===== src/rtl/pndeser_pkg.sv =====
// Shared constants and state encoding for the serial packet deserializer.
package pndeser_pkg;

    localparam logic [3:0] HEADER = 4'b1101;
    localparam logic [3:0] FOOTER = 4'b0101;

    typedef enum logic [1:0] {
        ST_HUNT = 2'd0,
        ST_LEN  = 2'd1,
        ST_DATA = 2'd2,
        ST_FOOT = 2'd3
    } state_t;

endpackage


===== src/rtl/pnshift.sv =====
// Serial-in shift register: newest bit enters at bit 0, older bits move up.
// Clear has priority over shifting so a field can restart cleanly.
module pnshift #(
    parameter int W = 4
) (
    input  logic         clk_i,
    input  logic         rst_i,
    input  logic         clr,
    input  logic         en,
    input  logic         din,
    output logic [W-1:0] q
);

    // Shift one bit per enabled cycle; reset and clear both empty the register.
    always_ff @(posedge clk_i) begin
        if (rst_i || clr) begin
            q <= '0;
        end else if (en) begin
            q <= {q[W-2:0], din};
        end
    end

endmodule


===== src/rtl/pndeser.sv =====
// Serial packet deserializer: hunts for the header, captures the length and
// data fields, checks the footer, and presents the word on a valid/ack port.
// The header and footer matchers keep only the three previous bits; the
// fourth bit of each pattern is the live serial input, so the match is seen
// in the same cycle the last pattern bit arrives.
module pndeser
    import pndeser_pkg::*;
#(
    parameter int LW = 5,
    parameter int DW = 32
) (
    input  logic          clk_i,
    input  logic          rst_i,
    input  logic          din_i,
    output logic [DW-1:0] dat_o,
    output logic [LW-1:0] len_o,
    output logic          vld_o,
    input  logic          ack_i,
    output logic          err_o,
    output logic          ovf_o
);

    state_t        state;
    logic [LW-1:0] cnt;
    logic [2:0]    win_q;
    logic [2:0]    foot_q;
    logic [LW-1:0] len_q;
    logic [DW-1:0] data_q;

    logic          hdr_hit;
    logic          frame_end;
    logic          foot_ok;
    logic          len_last;

    assign hdr_hit   = ({win_q, din_i} == HEADER);
    assign foot_ok   = ({foot_q, din_i} == FOOTER);
    assign frame_end = (state == ST_FOOT) && (cnt == '0);
    assign len_last  = (state == ST_LEN) && (cnt == '0);

    pnshift #(.W(3)) u_win (
        .clk_i (clk_i),
        .rst_i (rst_i),
        .clr   (frame_end),
        .en    (state == ST_HUNT),
        .din   (din_i),
        .q     (win_q)
    );

    pnshift #(.W(LW)) u_len (
        .clk_i (clk_i),
        .rst_i (rst_i),
        .clr   (1'b0),
        .en    (state == ST_LEN),
        .din   (din_i),
        .q     (len_q)
    );

    pnshift #(.W(DW)) u_data (
        .clk_i (clk_i),
        .rst_i (rst_i),
        .clr   (len_last),
        .en    (state == ST_DATA),
        .din   (din_i),
        .q     (data_q)
    );

    pnshift #(.W(3)) u_foot (
        .clk_i (clk_i),
        .rst_i (rst_i),
        .clr   (1'b0),
        .en    (state == ST_FOOT),
        .din   (din_i),
        .q     (foot_q)
    );

    // Frame sequencer: the counter is reloaded on entry to every field and only counts down within it.
    always_ff @(posedge clk_i) begin
        if (rst_i) begin
            state <= ST_HUNT;
            cnt   <= '0;
        end else begin
            case (state)
                ST_HUNT: begin
                    if (hdr_hit) begin
                        state <= ST_LEN;
                        cnt   <= LW'(LW - 1);
                    end
                end
                ST_LEN: begin
                    if (cnt == '0) begin
                        state <= ST_DATA;
                        cnt   <= {len_q[LW-2:0], din_i};
                    end else begin
                        cnt <= cnt - 1'b1;
                    end
                end
                ST_DATA: begin
                    if (cnt == '0) begin
                        state <= ST_FOOT;
                        cnt   <= LW'(3);
                    end else begin
                        cnt <= cnt - 1'b1;
                    end
                end
                ST_FOOT: begin
                    if (cnt == '0) begin
                        state <= ST_HUNT;
                    end else begin
                        cnt <= cnt - 1'b1;
                    end
                end
                default: begin
                    state <= ST_HUNT;
                    cnt   <= '0;
                end
            endcase
        end
    end

    // Output word holder: a good frame loads only if the slot is free or being acked this cycle.
    always_ff @(posedge clk_i) begin
        if (rst_i) begin
            dat_o <= '0;
            len_o <= '0;
            vld_o <= 1'b0;
            err_o <= 1'b0;
            ovf_o <= 1'b0;
        end else begin
            err_o <= 1'b0;
            ovf_o <= 1'b0;
            if (vld_o && ack_i) begin
                vld_o <= 1'b0;
            end
            if (frame_end) begin
                if (foot_ok) begin
                    if (!vld_o || ack_i) begin
                        dat_o <= data_q;
                        len_o <= len_q;
                        vld_o <= 1'b1;
                    end else begin
                        ovf_o <= 1'b1;
                    end
                end else begin
                    err_o <= 1'b1;
                end
            end
        end
    end

endmodule


===== config.mk =====
export PLATFORM = sky130hd
export DESIGN_NAME = pndeser
export DESIGN_NICKNAME = d
export VERILOG_FILES = /design/src/rtl/pndeser_pkg.sv /design/src/rtl/pnshift.sv /design/src/rtl/pndeser.sv
export SDC_FILE = /design/constraint.sdc
export NUM_CORES = 1
export LEC_CHECK = 0
export ABC_AREA = 1
export CAP_MARGIN = 20
export CORE_MARGIN = 5
export CORE_UTILIZATION = 56
export CTS_BUF_LIST = sky130_fd_sc_hd__clkbuf_4
export CTS_CLUSTER_DIAMETER = 150
export DETAILED_ROUTE_END_ITERATION = 10
export PLACE_DENSITY = 0.8
export SYNTH_ARGS = -nofsm -noshare
export SYNTH_HDL_FRONTEND = slang
export SYNTH_HIERARCHICAL = 1
export SYNTH_SLANG_ARGS = --single-unit

===== constraint.sdc =====
create_clock -name clk_i -period 4.8 [get_ports clk_i]
set_input_delay 0.96 -clock clk_i [delete_from_list [all_inputs] [get_ports clk_i]]
set_output_delay 0.96 -clock clk_i [all_outputs]
set_load 0.1 [all_outputs]

==> key figures <==
Setup path
  • Worst path buffer plus inverter count: 3
  • Most used cell, CP: nor2_1
  • CP max stage delay: between 600 and 700 ps
  • CP Depth: 7
  • FF-to-FF path depth: 7
  • CP Class: primary input to flip-flop
  • CP Data Required Time: 5170 ps
  • Delay-heaviest family, CP: buffers and inverters
  • CP Max Fanout: 38
  • Cells along the critical path: clkdlybuf4s50_1 > nand3_1 > inv_1 > nand3_2 > clkinv_2 > nor2_1 > nor2_1
  • Slowest CP cell: clkinv_2
  • CP arrival: between 3000 and 4000 ps
  • Worst setup SP type: primary input
  • Crit path capture type: flip-flop

Synthesis
  • Yosys top cell by area: dfxtp_1
  • Sequential area share after synthesis: 0.477
  • Async S/R FF share, synth: 0
  • EDFF count, synth: 0
  • Yosys top cell area share: 0.477
  • Top_reg_cell synth: dfxtp_1
  • Yosys reg bits: 90
  • Most instantiated library cell after synthesis: nor2_1
  • Leading post-synthesis cells by cell area: dfxtp_1, nor2_1, nand2_1, inv_1, o21ai_1
  • Synth Cell Area: ~3800 sq um
  • Syn Inst Count: 532
  • Yosys synthesis warning count: 6
  • Most common library cells after synthesis: nor2_1, nand2_1, dfxtp_1
  • Avg Cell Area, Syn: roughly 7.1 sq um
  • Synth cell types: 25

Drt
  • Avg WL per Cell: 10.9 um
  • DRC marker count from the first detailed-route iteration: 130
  • Final wirelength: about 7000 um
  • Vias per cell: about 4.8
  • ANT nets after route: 0
  • Pre-Repair DR Iteration Count: 5
  • DRC Markers: 0
  • Via count: roughly 3.1k

Hold path
  • Path type of the worst min-delay path: flip-flop to flip-flop
  • Hold Path Stages: 2

Global route
  • Number of global-route vias before repair: between 2k and 3k
  • Total grt overflow: 0
  • GRT Overall Usage: 0.175
  • First-pass GRT wire length: between 10,000 and 15,000 um
  • Largest net degree at the start of global routing: 70
  • Initial antenna violation count: 0

STA
  • PnR worst setup slack: 1890 ps
  • Setup TNS: 0 ps
  • Final setup viols: 0
  • RSZ-0062 raised after global routing: false
  • Worst-Margin Slew: 1050 ps
  • Fmax: 0.343 GHz
  • Final period util: 0.607
  • Final Critical Period: 2910 ps
  • Final hold vios: 0
  • Slew HR: 0.298
  • Layout Skew: approximately 23 ps
  • Slew Viols, Final: 0

Clock network
  • CTS Sinks: 90
  • Root buffer cell: clkbuf_4
  • Later-pin clock latency in the skew report: between 400 and 500 ps
  • Worst-path clk slew: approximately 150 ps
  • Max Buffers Root-to-Sink: 2
  • CTS H-tree depth: 3
  • CTS buffer count: 9
  • Hold buffers post-CTS: 0
  • Cts repair resizes: 0
  • Post-CTS Setup Bufs: 0
  • CTS tree: built

Die
  • Die height: about 92 um
  • Initial cell density of the core: 0.566
  • Std-Cell Rows: 30
  • Overall die width: approximately 92 um
  • IO Count: between 40 and 50
  • Core Area: between 6000 and 7000 sq um
  • Full die area: between 8000 and 9000 sq um

Final layout
  • Final std cells w/o fill: between 600 and 700
  • # diodes: 0
  • Area growth syn-to-layout: 12.6%
  • Share of layout cells above drive strength 1: 0.0562
  • Fin nets: 574

Placed design
  • Final RePlAce weighted congestion: 0.794
  • Placed instance count: ~630
  • Post-DP HPWL: around 4600 um
  • Setup WS pre-CTS: 1470 ps
  • Port bufs: 43

Pwr
  • Seq pwr share: 0.498
  • Net Sw Power: roughly 0.00075 W
  • Pwr Density: 461 nW/um^2
  • Int Power: about 0.0012 W
  • Clock share of power: 0.191
  • Combinational group share of total power: 0.311
  • Switching Share: 0.380
  • Max IR drop VDD: ~280 uV
  • Static leakage: between 1.5 and 2 nW

Run
  • Max_cap viols: 0

Outcome
  • Outcome: finished, final reports clean
-- worst reg2reg max path: cells and delay by family, from the launching register on --
kind | cells | cell delay, ps
AND/OR/NAND/NOR | 4 | 1040
buffers and inverters | 2 | 850
flip-flops | 1 | 420
adder cells (fa/ha/maj) | 1 | 380
-- metal layers --
layer,share of wire,vias up,global-route usage
met5,0,-,0
met4,0.016,0,0.0705
met3,0.048,8,0.0328
met2,0.47,61,0.304
met1,0.47,1400,0.212
li1,-,1654,-
-- area by class of cell --
class	count	area (sq um)
clock inverters	6	51.3
fillers	620	2430
inverters	63	238
repair buffers	44	450
flip-flops and latches	90	1800
well taps	80	100
clock buffers	9	67.6
multi-input cells	357	1550
-- worst paths after layout --
path	startpoint	to	slack, ps
setup reg to reg	state[0]$_SDFFE_PP0P_	dat_o[15]$_SDFFE_PP0P_	2060
hold / removal	u_len/q[4]$_SDFFE_PP0P_	u_len/q[4]$_SDFFE_PP0P_	480
hold reg to reg	u_len/q[4]$_SDFFE_PP0P_	u_len/q[4]$_SDFFE_PP0P_	480
setup / recovery	din_i	dat_o[15]$_SDFFE_PP0P_	1890
-- cells by family after synthesis --
logic type / count (synthesis) / share of synthesized area
DFF: 90 / 0.477
and+or+nand+nor: 295 / 0.313
other: 1 / 0.000992
adders and majority gates: 5 / 0.0166
buffers and inverters: 86 / 0.116
xor gates and xnor gates: 2 / 0.00464
AOI/OAI and AO/OA: 53 / 0.0722
-- layout by cell type, fill, tap and decap left out, types with 3 or more instances in the layout --
master | synthesis | layout
a21oi_1 | 12 | 12
dfxtp_1 | 90 | 90
o21ai_0 | 8 | 8
clkinvlp_4 | 0 | 3
clkdlybuf4s50_1 | 0 | 43
nand2_1 | 108 | 108
clkbuf_4 | 0 | 9
o21ai_1 | 30 | 30
nand2_2 | 3 | 3
inv_1 | 62 | 62
nor3_1 | 4 | 4
nor2_4 | 3 | 3
ha_1 | 5 | 4
nor2_1 | 164 | 164
nor2_2 | 6 | 6
nand3_1 | 5 | 5
-- power by group through the flow --
stage               Sequential (W)  Clock, W  Combinational, W
finish                    0.000978  0.000374          0.000610
global route              0.000999  0.000418          0.000710
floorplan                 0.000978         0          0.000544
CTS                       0.000978  0.000385          0.000608
detailed placement        0.000995         0          0.000604
global placement          0.000987         0          0.000581
-- state kept, by name (all words and copies together), names as in the netlist --
name / count
cnt: 5
state: 2
u_data/q: 32
u_foot/q: 3
vld_o: 1
u_len/q: 5
ovf_o: 1
u_win/q: 3
len_o: 5
err_o: 1
dat_o: 32
-- through the flow --
step | total power, W | hold WS (ps) | cell area [sq um] | util
finish | 0.00196 | 483 | 4260 | 0.637
detailed placement | 0.00160 | 463 | 4120 | 0.616
floorplan | 0.00152 | 445 | 3780 | -
global placement | 0.00157 | 456 | 4120 | 0.616
CTS | 0.00197 | 482 | 4240 | 0.634
global route | 0.00213 | 505 | 4260 | 0.637
Power figures use the tool's default switching activity.
